File: config.mk
export PLATFORM = sky130hd
export DESIGN_NAME = hssl_link_ctrl
export DESIGN_NICKNAME = d
export VERILOG_FILES = /design/src/rtl/hssl_pkg.sv /design/src/rtl/hssl_err_monitor.sv /design/src/rtl/hssl_link_ctrl.sv
export SDC_FILE = /design/constraint.sdc
export NUM_CORES = 1
export LEC_CHECK = 0
export BUFFER_PORTS_ARGS = -buffer_cell sky130_fd_sc_hd__buf_2
export CAP_MARGIN = 20
export CORE_UTILIZATION = 30
export CTS_CLUSTER_DIAMETER = 60
export DETAILED_ROUTE_END_ITERATION = 8
export SLEW_MARGIN = 40
export SYNTH_ARGS = -nofsm -noshare
export SYNTH_HDL_FRONTEND = slang
export SYNTH_SLANG_ARGS = --single-unit
File: constraint.sdc
create_clock -name freerun_clk_in -period 4.1 [get_ports freerun_clk_in]
set_clock_uncertainty 0.2 [all_clocks]
set_input_delay 0.205 -clock freerun_clk_in [delete_from_list [all_inputs] [get_ports freerun_clk_in]]
set_output_delay 0.205 -clock freerun_clk_in [all_outputs]
set_load 0.02 [all_outputs]
File: src/rtl/hssl_pkg.sv
// Shared types and widths for the HSSL link bring-up/recovery sequencer.
package hssl_pkg;

  localparam int STATE_W = 3;
  localparam int RETRY_W = 8;

  // FSM state encoding; values are exported unchanged on state_out.
  typedef enum logic [STATE_W-1:0] {
    ST_IDLE    = 3'd0,
    ST_TX_RST  = 3'd1,
    ST_TX_WAIT = 3'd2,
    ST_RX_RST  = 3'd3,
    ST_RX_WAIT = 3'd4,
    ST_ALIGN   = 3'd5,
    ST_UP      = 3'd6,
    ST_FAIL    = 3'd7
  } state_t;

  localparam logic [RETRY_W-1:0] RETRY_MAX = '1;

  // Used to size the shared timer from the largest timeout parameter.
  function automatic int max_int(input int a, input int b);
    return (a > b) ? a : b;
  endfunction

endpackage

File: src/rtl/hssl_err_monitor.sv
// RX error monitor: counts errored cycles inside a fixed-length window while the
// link is up and flags the cycle on which the count reaches the threshold.
module hssl_err_monitor #(
  parameter int ERR_WIN = 1024,
  parameter int ERR_THR = 8
) (
  input  logic clk,
  input  logic rst,
  input  logic enable,
  input  logic err,
  output logic thr_hit
);

  localparam int WIN_W = (ERR_WIN > 1) ? $clog2(ERR_WIN) : 1;
  localparam int CNT_W = $clog2(ERR_THR + 1);

  logic [WIN_W-1:0] win_cnt;
  logic [CNT_W-1:0] err_cnt;
  logic             win_last;

  assign win_last = (win_cnt == WIN_W'(ERR_WIN - 1));

  // Combinational so the FSM can leave UP on the very edge that samples the
  // threshold-reaching error; this also makes a hit in the last window cycle
  // win over the window wrap that would otherwise clear the count.
  assign thr_hit = enable && err && (err_cnt == CNT_W'(ERR_THR - 1));

  // Window position and errored-cycle count; both restart whenever UP is left.
  always_ff @(posedge clk) begin
    if (rst || !enable) begin
      win_cnt <= '0;
      err_cnt <= '0;
    end else begin
      win_cnt <= win_last ? '0 : win_cnt + 1'b1;
      if (win_last) begin
        err_cnt <= '0;
      end else if (err && !thr_hit) begin
        err_cnt <= err_cnt + 1'b1;
      end
    end
  end

endmodule

File: src/rtl/hssl_link_ctrl.sv
// HSSL transceiver bring-up/recovery sequencer. Pulses the TX and RX datapath
// resets, waits for reset-done and comma alignment, declares link up, watches
// RX decode errors and re-runs the RX side (or a full restart) on loss of sync.
//
// Handshakes: there are no valid/ready pairs here; every *_in status is a
// pre-synchronised level sampled on each free-running clock edge, and every
// output is a registered level that changes on the same edge as state_out.
module hssl_link_ctrl
  import hssl_pkg::*;
#(
  parameter int RST_PULSE = 16,
  parameter int DONE_TMO  = 65536,
  parameter int ALIGN_TMO = 4096,
  parameter int ERR_WIN   = 1024,
  parameter int ERR_THR   = 8,
  parameter int BACKOFF   = 256
) (
  input  logic               freerun_clk_in,
  input  logic               reset_all_in,
  input  logic               tx_usrclk_active_in,
  input  logic               tx_reset_done_in,
  input  logic               rx_reset_done_in,
  input  logic               rx_commadet_in,
  input  logic               rx_error_in,
  output logic               tx_reset_datapath_out,
  output logic               rx_reset_datapath_out,
  output logic               tx_elecidle_out,
  output logic               link_up_out,
  output logic [STATE_W-1:0] state_out,
  output logic [RETRY_W-1:0] retry_cnt_out
);

  localparam int TMR_MAX = max_int(max_int(RST_PULSE, DONE_TMO), max_int(ALIGN_TMO, BACKOFF));
  localparam int TMR_W   = (TMR_MAX > 1) ? $clog2(TMR_MAX) : 1;

  state_t           state;
  state_t           next_state;
  logic [TMR_W-1:0] timer;
  logic             tmr_zero;
  logic             thr_hit;

  // Value loaded into the shared down-counter on entry to a state; the state
  // is left on the cycle the counter reads zero, giving exactly N cycles.
  function automatic logic [TMR_W-1:0] reload(input state_t s);
    case (s)
      ST_TX_RST, ST_RX_RST:   return TMR_W'(RST_PULSE - 1);
      ST_TX_WAIT, ST_RX_WAIT: return TMR_W'(DONE_TMO - 1);
      ST_ALIGN:               return TMR_W'(ALIGN_TMO - 1);
      ST_FAIL:                return TMR_W'(BACKOFF - 1);
      default:                return '0;
    endcase
  endfunction

  assign tmr_zero  = (timer == '0);
  assign state_out = state;

  hssl_err_monitor #(
    .ERR_WIN (ERR_WIN),
    .ERR_THR (ERR_THR)
  ) u_err_monitor (
    .clk     (freerun_clk_in),
    .rst     (reset_all_in),
    .enable  (state == ST_UP),
    .err     (rx_error_in),
    .thr_hit (thr_hit)
  );

  // Next-state decode; losing the TX user clock overrides every other exit.
  always_comb begin
    next_state = state;
    case (state)
      ST_IDLE:    if (tx_usrclk_active_in) next_state = ST_TX_RST;
      ST_TX_RST:  if (tmr_zero) next_state = ST_TX_WAIT;
      ST_TX_WAIT: begin
        if (tx_reset_done_in)  next_state = ST_RX_RST;
        else if (tmr_zero)     next_state = ST_FAIL;
      end
      ST_RX_RST:  if (tmr_zero) next_state = ST_RX_WAIT;
      ST_RX_WAIT: begin
        if (rx_reset_done_in)  next_state = ST_ALIGN;
        else if (tmr_zero)     next_state = ST_FAIL;
      end
      ST_ALIGN: begin
        if (rx_commadet_in)    next_state = ST_UP;
        else if (tmr_zero)     next_state = ST_FAIL;
      end
      ST_UP: begin
        if (thr_hit || !rx_reset_done_in || !tx_reset_done_in) next_state = ST_FAIL;
      end
      ST_FAIL: begin
        if (tmr_zero) begin
          next_state = (tx_reset_done_in && tx_usrclk_active_in) ? ST_RX_RST : ST_IDLE;
        end
      end
      default:    next_state = ST_IDLE;
    endcase
    if (state != ST_IDLE && !tx_usrclk_active_in) next_state = ST_IDLE;
  end

  // State, shared timer and outputs; outputs decode next_state so they line up with state_out.
  always_ff @(posedge freerun_clk_in) begin
    if (reset_all_in) begin
      state                 <= ST_IDLE;
      timer                 <= '0;
      tx_reset_datapath_out <= 1'b0;
      rx_reset_datapath_out <= 1'b0;
      tx_elecidle_out       <= 1'b1;
      link_up_out           <= 1'b0;
      retry_cnt_out         <= '0;
    end else begin
      state <= next_state;
      if (next_state != state) begin
        timer <= reload(next_state);
      end else if (!tmr_zero) begin
        timer <= timer - 1'b1;
      end
      tx_reset_datapath_out <= (next_state == ST_TX_RST);
      rx_reset_datapath_out <= (next_state == ST_RX_RST);
      link_up_out           <= (next_state == ST_UP);
      // Electrical idle is released when the RX side is first reset and only
      // re-asserted by a full restart from IDLE.
      if (next_state == ST_IDLE) begin
        tx_elecidle_out <= 1'b1;
      end else if (next_state == ST_RX_RST) begin
        tx_elecidle_out <= 1'b0;
      end
      if (next_state == ST_FAIL && state != ST_FAIL && retry_cnt_out != RETRY_MAX) begin
        retry_cnt_out <= retry_cnt_out + 1'b1;
      end
    end
  end

endmodule

==> impl_metrics.env, run 1 <==
export IMPL_drv_slew=0
export IMPL_crit_type="register to register"
export IMPL_cts_made_buffers=5
export IMPL_hold_buffers=0
export IMPL_synthXorXnorAreaFrac_pct=9.45
export IMPL_r2r_slack_ps=840
export IMPL_hpwl_mm=3.77
export IMPL_gp_congestion=0.826
export IMPL_min_delay_start="reset_all_in"
export IMPL_post_synth_cell_area_avg_um2=8.76
export IMPL_muxShareOfSynthArea_pct=4.00
export IMPL_async_flop_share_pct=0
export IMPL_cts_max_path_buffers=2
export IMPL_yosys_warnings=0
export IMPL_final_nets=306
export IMPL_reg2reg_from="timer[0]$_SDFFE_PP0P_"
export IMPL_reg2reg_to="timer[5]$_SDFFE_PP0P_"
export IMPL_switching_share_pct=42.8
export IMPL_synth_top_area_share_pct=37.4
export IMPL_post_synth_top_count_cell="dfxtp_1"
export IMPL_antennaDiodeCount=0
export IMPL_hold_viol=0
export IMPL_period_needed_ps=3260
export IMPL_hp_class="input port to register"
export IMPL_port_buffers=21
export IMPL_synth_area_top_cells="dfxtp_1, xor2_1, nor2_1, xnor2_1, nor4_4"
export IMPL_cp_arrival_ps=3300
export IMPL_hold_end="retry_cnt_out[1]$_SDFFE_PP0P_"
export IMPL_drt_initial_drc_count=75
export IMPL_grt_pass1_vias=1872
export IMPL_drc_errors=0
export IMPL_grt_max_degree=25
export IMPL_cts_setup_buffers=0
export IMPL_seqPwrFrac_pct=36.5
export IMPL_grt_pass1_wl_mm=8.71
export IMPL_slew_headroom_pct=50.9
export IMPL_cp_max_fo=10
export IMPL_synth_top_family_by_area="simple AND/OR/NAND/NOR gates"
export IMPL_vias_per_cell=4.98
export IMPL_max_freq_ghz=0.306
export IMPL_synth_seq_cells=45
export IMPL_cts_resized=0
export IMPL_routedWlPerCell_um=12.8
export IMPL_synth_compound_area_share_pct=16.7
export IMPL_core_um2=7770
export IMPL_cts_sinks=45
export IMPL_antenna_found_initial=0
export IMPL_p_int_mw=1.00
export IMPL_htreeDepth=2
export IMPL_p_leak_nw=1.04
export IMPL_ant_nets=0
export IMPL_clkPwrFrac_pct=15.4
export IMPL_start_util_pct=31.0
export IMPL_finalSetupViolations=0
export IMPL_synth_seq_area_share_pct=37.4
export IMPL_synth_edf_count=0
export IMPL_synthSimpleGateAreaFrac_pct=27.5
export IMPL_layout_cells_non_filler=398
export IMPL_rsz0062_at_grt="no"
export IMPL_worst_pin_slew_ps=729
export IMPL_pin_count=22
export IMPL_cp_data_required_time_ps=4130
export IMPL_area_delta_synth_final_pct=11.5
export IMPL_synth_ff_type="dfxtp_1"
export IMPL_power_density_nw_per_um2=651
export IMPL_synth_area_leader_cell="dfxtp_1"
export IMPL_pwr_share_comb_pct=48.1
export IMPL_dp_cells=390
export IMPL_synth_distinct_cells=53
export IMPL_irDropWorstVdd_mv=0.247
export IMPL_clk_pin_slew_ps=90
export IMPL_die_area_um2=8400
export IMPL_fin_crit_sh_pct=79.6
export IMPL_status="finished clean"
export IMPL_routed_wl_mm=5.10
export IMPL_whs_path_depth=2
export IMPL_synthAdderAreaFrac_pct=2.08
export IMPL_cts_tree="yes"
export IMPL_drt_pass1_iterations=4
export IMPL_dieHeight_um=91.6
export IMPL_worst_setup_path_end_kind="register"
export IMPL_power_switching_mw=0.748
export IMPL_rr_worst_depth=9
export IMPL_grt_overflow=0
export IMPL_clock_latency_ps=300
export IMPL_syn_inst=275
export IMPL_synth_fp_nets=286
export IMPL_cap_violations=0
export IMPL_synth_common_cells="dfxtp_1, nor2_1, xor2_1"
export IMPL_cts_root_buf="clkbuf_8"
export IMPL_critPathLaunchType="register"
export IMPL_vias=1983
export IMPL_tns_ps=0
export IMPL_row_count=32
export IMPL_die_width_um=91.6
export IMPL_synth_cell_area_um2=2410
export IMPL_drive_gt1_share_pct=15.9
export IMPL_track_usage_pct=12.9
[kinds of logic after synthesis]
family                     after synthesis
xor gates and xnor gates                26
DFF                                     45
buffers and inverters                   16
adders and majority gates                4
muxes                                    8
AOI/OAI and AO/OA                       58
and+or+nand+nor                        118
[worst max-delay path, cell delays in order, from the launching register on]
cell and delay [ps]:
dfxtp_1 340, inv_1 80, ha_1 270, nor3b_1 300, nand4_1 360, o21ai_0 420, nand3_1 290, nor4_1 480
o21ai_0 290, o21ai_1 150
[sequential cells by signal, indices dropped and copies added, names as in the netlist]
register / cells
link_up_out: 1
retry_cnt_out: 8
rx_reset_datapath_out: 1
state_out: 3
timer: 16
tx_elecidle_out: 1
tx_reset_datapath_out: 1
u_err_monitor.err_cnt: 4
u_err_monitor.win_cnt: 10
[cell type report]
| type | instances | area, um2 |
|---|---|---|
| inverter | 8 | 30.0 |
| clock buffer | 7 | 76.3 |
| timing repair buffer | 21 | 105 |
| multi-input combinational | 214 | 1440 |
| sequential | 45 | 901 |
| tap | 102 | 128 |
| clock inverter | 1 | 7.51 |
| fill | 837 | 5080 |
[per-stage QoR]
step / hold WS (ps) / instance area, um2 / worst slack [ps] / util [%] / total power [mW]
final: 138 / 2690 / 836 / 34.6 / 1.75
after global routing: 158 / 2690 / 547 / 34.6 / 1.89
after CTS: 125 / 2690 / 850 / 34.6 / 1.76
after detailed placement: 253 / 2600 / 864 / 33.5 / 1.48
after global placement: 249 / 2600 / 934 / 33.5 / 1.47
after floorplan: 185 / 2410 / 1240 / - / 1.33
[cells in the final DEF, fill, tap and decap left out, types with 4 or more instances in the layout]
| master | synthesis | layout |
|---|---|---|
| clkbuf_8 | 0 | 5 |
| and3_1 | 9 | 9 |
| xnor2_1 | 9 | 9 |
| nor3_1 | 7 | 7 |
| nor2_1 | 36 | 36 |
| inv_1 | 8 | 8 |
| a21oi_1 | 12 | 12 |
| nand3_1 | 11 | 11 |
| dfxtp_1 | 45 | 45 |
| nand2_1 | 16 | 16 |
| nor4_1 | 6 | 6 |
| o21ai_0 | 8 | 8 |
| buf_2 | 2 | 21 |
| o21ai_1 | 10 | 10 |
| a211oi_1 | 6 | 6 |
| nand4_1 | 6 | 6 |
| ha_1 | 4 | 4 |
| xor2_1 | 17 | 17 |
[power by group through the flow]
stage               clock network, mW  logic (mW)  registers, mW
global placement                    0       0.829          0.644
floorplan                           0       0.695          0.631
detailed placement                  0       0.835          0.648
CTS                             0.276       0.843          0.639
finish                          0.269       0.840          0.638
global route                    0.297       0.941          0.656
[worst max path at each step]
stage	slack, ps	depth (start not counted)	end	start
after floorplan	1240	9	retry_cnt_out[3]$_SDFFE_PP0P_	timer[0]$_SDFFE_PP0P_
after global placement	930	9	timer[12]$_SDFFE_PP0P_	timer[0]$_SDFFE_PP0P_
after detailed placement	860	9	retry_cnt_out[5]$_SDFFE_PP0P_	timer[0]$_SDFFE_PP0P_
after CTS	850	9	retry_cnt_out[5]$_SDFFE_PP0P_	timer[0]$_SDFFE_PP0P_
after global routing	550	9	timer[10]$_SDFFE_PP0P_	timer[0]$_SDFFE_PP0P_
final	840	9	timer[5]$_SDFFE_PP0P_	timer[0]$_SDFFE_PP0P_
[metal layers]
| layer | track usage, % | part of all wire (%) |
|---|---|---|
| met1 | 15.7 | 45 |
| met2 | 22.6 | 50 |
| met3 | 2.65 | 3.0 |
| met4 | 4.50 | 1.1 |
| met5 | 0 | 0 |
No activity file was read; power rests on OpenSTA's default activity.
==> inputs of run 2 (changes only) <==
==> constraint.sdc (replaced) <==
create_clock -name freerun_clk_in -period 2.8 [get_ports freerun_clk_in]
set_clock_uncertainty 0.2 [all_clocks]
set_input_delay 0.14 -clock freerun_clk_in [delete_from_list [all_inputs] [get_ports freerun_clk_in]]
set_output_delay 0.14 -clock freerun_clk_in [all_outputs]
set_load 0.02 [all_outputs]
==> run 2 against run 1 <==
Die area stayed put. Register-to-register slack lost 710 ps. Hold slack worse by 62 ps. Cell area increased by 7.5%. Global-route usage shrank 0.12 points. First-iteration DRC count down 31%. Largest power group unchanged. Highest routed layer unchanged.
==> impl_metrics.env, run 2 (synthesized netlist as in run 1, its figures left out) <==
export IMPL_antenna_found_initial=0
export IMPL_cts_made_buffers=5
export IMPL_row_count=32
export IMPL_p_leak_nw=1.15
export IMPL_cp_data_required_time_ps=2800
export IMPL_drive_gt1_share_pct=22.4
export IMPL_area_delta_synth_final_pct=19.8
export IMPL_cts_max_path_buffers=2
export IMPL_cp_arrival_ps=2670
export IMPL_slew_headroom_pct=67.6
export IMPL_hold_viol=0
export IMPL_power_density_nw_per_um2=1020
export IMPL_final_util_pct=37.2
export IMPL_layout_cells_non_filler=415
export IMPL_whs_path_depth=2
export IMPL_irDropWorstVdd_mv=0.301
export IMPL_drt_initial_drc_count=52
export IMPL_grt_pass1_vias=1954
export IMPL_grt_max_degree=25
export IMPL_worst_pin_slew_ps=482
export IMPL_cp_max_fo=5
export IMPL_dieHeight_um=91.6
export IMPL_core_um2=7770
export IMPL_period_needed_ps=2670
export IMPL_ant_nets=0
export IMPL_regMostFlops="timer"
export IMPL_reg_largest_list="timer x16, u_err_monitor.win_cnt x10, retry_cnt_out x8"
export IMPL_rr_worst_depth=8
export IMPL_fin_ws_ps=129
export IMPL_drc_errors=0
export IMPL_min_delay_start="reset_all_in"
export IMPL_hp_class="input port to register"
export IMPL_fillers=821
export IMPL_cp_startpoint="timer[5]$_SDFFE_PP0P_"
export IMPL_routedWlPerCell_um=12.7
export IMPL_cap_violations=0
export IMPL_place_ws_ps=13.9
export IMPL_reg2reg_from="timer[5]$_SDFFE_PP0P_"
export IMPL_crit_type="register to register"
export IMPL_routed_wl_mm=5.26
export IMPL_antennaDiodeCount=0
export IMPL_vias=2062
export IMPL_regArea_um2=901
export IMPL_start_util_pct=31.0
export IMPL_finalSetupViolations=0
export IMPL_gp_congestion=0.778
export IMPL_cts_root_buf="clkbuf_8"
export IMPL_clk_pin_slew_ps=90
export IMPL_clock_latency_ps=300
export IMPL_max_freq_ghz=0.374
export IMPL_finalPower_mw=2.95
export IMPL_rsz0062_at_grt="no"
export IMPL_largest_reg_flops=16
export IMPL_fin_crit_sh_pct=95.4
export IMPL_final_nets=323
export IMPL_worst_setup_path_end_kind="register"
export IMPL_dp_cells=406
export IMPL_hpwl_mm=3.89
export IMPL_final_common_cell="dfxtp_1"
export IMPL_track_usage_pct=12.8
export IMPL_status="finished clean"
export IMPL_port_buffers=21
export IMPL_htreeDepth=2
export IMPL_critPathLaunchType="register"
export IMPL_drv_slew=0
export IMPL_vias_per_cell=4.97
export IMPL_final_cell_mix="dfxtp_1, nor2_1, buf_2, xor2_1, buf_4"
export IMPL_grt_pass1_wl_mm=8.71
export IMPL_grt_overflow=0
export IMPL_pin_count=22
export IMPL_cts_sinks=45
export IMPL_cts_tree="yes"
export IMPL_tns_ps=0
export IMPL_multiInputGateArea_um2=1480
export IMPL_die_area_um2=8400
export IMPL_drt_pass1_iterations=4
export IMPL_die_width_um=91.6
[run 2: cell type report]
cell class	instances	area share (%)
Inverter	8	1.04
Tap cell	102	4.42
Timing Repair Buffer	38	8.06
Clock inverter	3	1.65
Sequential cell	45	31.2
Multi-Input combinational cell	214	51.3
Clock buffer	5	2.38
[run 2: worst max-delay path, cell delays in order (launching register included)]
cell and delay (ps):
dfxtp_1 350, nor4_4 390, buf_4 180, nand4_1 200, mux2i_1 260, nor2_1 130, nor4_4 340, and3_1 230
mux2_4 290
[run 2: path summary, 6_finish.rpt]
check	end	slack [ps]
hold reg to reg	u_err_monitor.win_cnt[0]$_SDFF_PP0_	280
setup reg to reg	retry_cnt_out[5]$_SDFFE_PP0P_	130
setup / recovery	retry_cnt_out[5]$_SDFFE_PP0P_	130
hold / removal	retry_cnt_out[1]$_SDFFE_PP0P_	80
[run 2: stage by stage]
| step | instance area [um2] | hold slack (ps) |
|---|---|---|
| 2_1_floorplan | 2410 | 120 |
| 3_3_place_gp | 2730 | 251 |
| 3_5_place_dp | 2730 | 262 |
| 4_1_cts | 2850 | 67.2 |
| 5_1_grt | 2890 | 92.2 |
| 6_report | 2890 | 76.2 |
[run 2: what timing repair did]
item / in CTS / in global routing
hold buffers: 0 / 0
cloned: 0 / 0
resized for setup: 2 / 6
buffers inserted: 0 / 1
pin swaps: 0 / 2
setup endpoints to repair: 1 / 17
[run 2: power breakdown]
part / internal (mW) / switching [mW] / leakage, nW
Sequential: 0.766 / 0.145 / 0.365
Clock: 0.272 / 0.239 / 0.0591
Combinational: 0.714 / 0.816 / 0.728
Total: 1.75 / 1.20 / 1.15
[run 2: routing by layer]
layer | up-vias | GRT usage (%) | routed length [um]
li1 | 1068 | - | -
met1 | 950 | 14.6 | 2400
met2 | 31 | 23.1 | 2550
met4 | 0 | 3.97 | 89
met5 | - | 0 | 0
met3 | 13 | 3.57 | 222
==> inputs of run 3 (changes only) <==
--- a/config.mk
+++ b/config.mk
@@ -7,9 +7,12 @@
 export LEC_CHECK = 0
 export BUFFER_PORTS_ARGS = -buffer_cell sky130_fd_sc_hd__buf_2
 export CAP_MARGIN = 20
+export CELL_PAD_IN_SITES_DETAIL_PLACEMENT = 1
+export CELL_PAD_IN_SITES_GLOBAL_PLACEMENT = 1
 export CORE_UTILIZATION = 30
 export CTS_CLUSTER_DIAMETER = 60
 export DETAILED_ROUTE_END_ITERATION = 8
+export PLACE_DENSITY_LB_ADDON = 0.1
 export SLEW_MARGIN = 40
 export SYNTH_ARGS = -nofsm -noshare
 export SYNTH_HDL_FRONTEND = slang
==> run 3 against run 2 <==
Core utilization grew 2.8 points. Non-clock buffer count grew 27. Final cell count grew 6.5%. Sequential power shrank 0.4%. Combinational power grew 25%. Global-route usage grew 4.0 points. Cell area grew 7.5%. Total power grew 10%. Register-to-register slack lost 20 ps. Critical endpoint unchanged. Largest cell class unchanged. Largest power group unchanged.
==> impl_metrics.env, run 3 (synthesized netlist as in run 1, its figures left out) <==
export IMPL_regMostFlops="timer"
export IMPL_rsz0062_at_grt="yes"
export IMPL_place_area_um2=2900
export IMPL_die_width_um=91.6
export IMPL_cp_max_fo=6
export IMPL_rr_worst_depth=8
export IMPL_hp_class="input port to register"
export IMPL_power_density_nw_per_um2=1050
export IMPL_path_cells="nor4_2 -> buf_4 -> and4_4 -> mux2i_2 -> a31oi_4 -> nor4_4 -> and3_4 -> mux2_4"
export IMPL_vias_per_cell=5.01
export IMPL_final_nets=350
export IMPL_htreeDepth=2
export IMPL_whs_path_depth=2
export IMPL_p_leak_nw=1.26
export IMPL_clk_pin_slew_ps=90
export IMPL_cts_sinks=45
export IMPL_worst_pin_slew_ps=567
export IMPL_finalSetupViolations=0
export IMPL_routed_wl_mm=6.60
export IMPL_status="finished clean"
export IMPL_final_cell_mix="buf_4, dfxtp_1, nor2_1, buf_2, xor2_1"
export IMPL_reg_largest_list="timer x16, u_err_monitor.win_cnt x10, retry_cnt_out x8"
export IMPL_cp_data_required_time_ps=2790
export IMPL_port_buffers=21
export IMPL_place_ws_ps=-8.03
export IMPL_cts_made_buffers=5
export IMPL_largest_reg_flops=16
export IMPL_critPathLaunchType="register"
export IMPL_start_util_pct=31.0
export IMPL_grt_pass1_wl_mm=11.3
export IMPL_crit_type="register to register"
export IMPL_grt_pass1_vias=2286
export IMPL_r2r_slack_ps=110
export IMPL_slew_headroom_pct=62.2
export IMPL_cpMaxStageDelayCell="mux2i_2"
export IMPL_track_usage_pct=16.8
export IMPL_drt_pass1_iterations=4
export IMPL_cts_root_buf="clkbuf_8"
export IMPL_area_delta_synth_final_pct=28.8
export IMPL_fin_crit_sh_pct=96.1
export IMPL_worstSetupPathDepth=8
export IMPL_crit_family="simple AND/OR/NAND/NOR gates"
export IMPL_ant_nets=0
export IMPL_irDropWorstVdd_mv=0.288
export IMPL_regArea_um2=903
export IMPL_fillers=947
export IMPL_die_area_um2=8400
export IMPL_antennaDiodeCount=0
export IMPL_critPathMaxStageDelay_ps=400
export IMPL_grt_overflow=0
export IMPL_clock_latency_ps=300
export IMPL_period_needed_ps=2690
export IMPL_final_common_cell="buf_4"
export IMPL_path_buf_inv=1
export IMPL_antenna_found_initial=0
export IMPL_grt_max_degree=25
export IMPL_vias=2214
export IMPL_core_um2=7770
export IMPL_final_util_pct=39.9
export IMPL_dp_cells=429
export IMPL_gp_congestion=0.781
export IMPL_routedWlPerCell_um=14.9
export IMPL_tns_ps=0
export IMPL_pin_count=22
export IMPL_multiInputGateArea_um2=1520
export IMPL_hold_viol=0
export IMPL_drc_errors=0
export IMPL_drive_gt1_share_pct=32.4
export IMPL_drt_initial_drc_count=62
export IMPL_cp_arrival_ps=2690
export IMPL_cap_violations=0
export IMPL_dieHeight_um=91.6
export IMPL_hpwl_mm=5.03
export IMPL_layout_cells_non_filler=442
export IMPL_cts_tree="yes"
export IMPL_final_area_um2=3100
export IMPL_worst_setup_path_end_kind="register"
export IMPL_row_count=32
export IMPL_max_freq_ghz=0.372
export IMPL_fin_ws_ps=109
export IMPL_hold_buffers=0
export IMPL_drv_slew=0
export IMPL_cts_max_path_buffers=2
-- run 3: layout make-up --
cell class	instances	area share (%)
multi-input combinational	214	48.9
sequential	45	29.1
timing repair buffer	65	14.0
tap	102	4.11
clock buffer	5	2.22
inverter	8	0.968
clock inverter	3	0.685
-- run 3: timing repair --
item	in CTS	in global routing
resized for setup	1	21
setup endpoints to repair	3	22
buffers inserted	0	5
pin swaps	0	11
-- run 3: final timing paths --
check / to / start
setup / recovery: retry_cnt_out[5]$_SDFFE_PP0P_ / timer[12]$_SDFFE_PP0P_
hold reg to reg: u_err_monitor.win_cnt[0]$_SDFF_PP0_ / u_err_monitor.win_cnt[0]$_SDFF_PP0_
setup reg to reg: retry_cnt_out[5]$_SDFFE_PP0P_ / timer[12]$_SDFFE_PP0P_
hold / removal: retry_cnt_out[1]$_SDFFE_PP0P_ / reset_all_in
-- run 3: per-layer routing --
layer	vias up	GRT usage [%]	part of all wire (%)
met2	24	26.8	45
met5	-	0	0
li1	1121	-	-
met4	0	4.50	0.80
met3	4	3.15	2.8
met1	1065	23.2	51
-- run 3: power by group --
group / internal (mW) / switching, mW / total [mW]
Clock: 0.178 / 0.246 / 0.424
Combinational: 0.981 / 0.939 / 1.92
Sequential: 0.769 / 0.139 / 0.908
Total: 1.93 / 1.32 / 3.25
-- run 3: stage by stage --
step,power (mW),hold slack [ps]
after floorplan,1.95,120
after global placement,2.65,251
after detailed placement,2.67,258
after CTS,3.12,73.5
after global routing,3.50,144
final,3.25,106
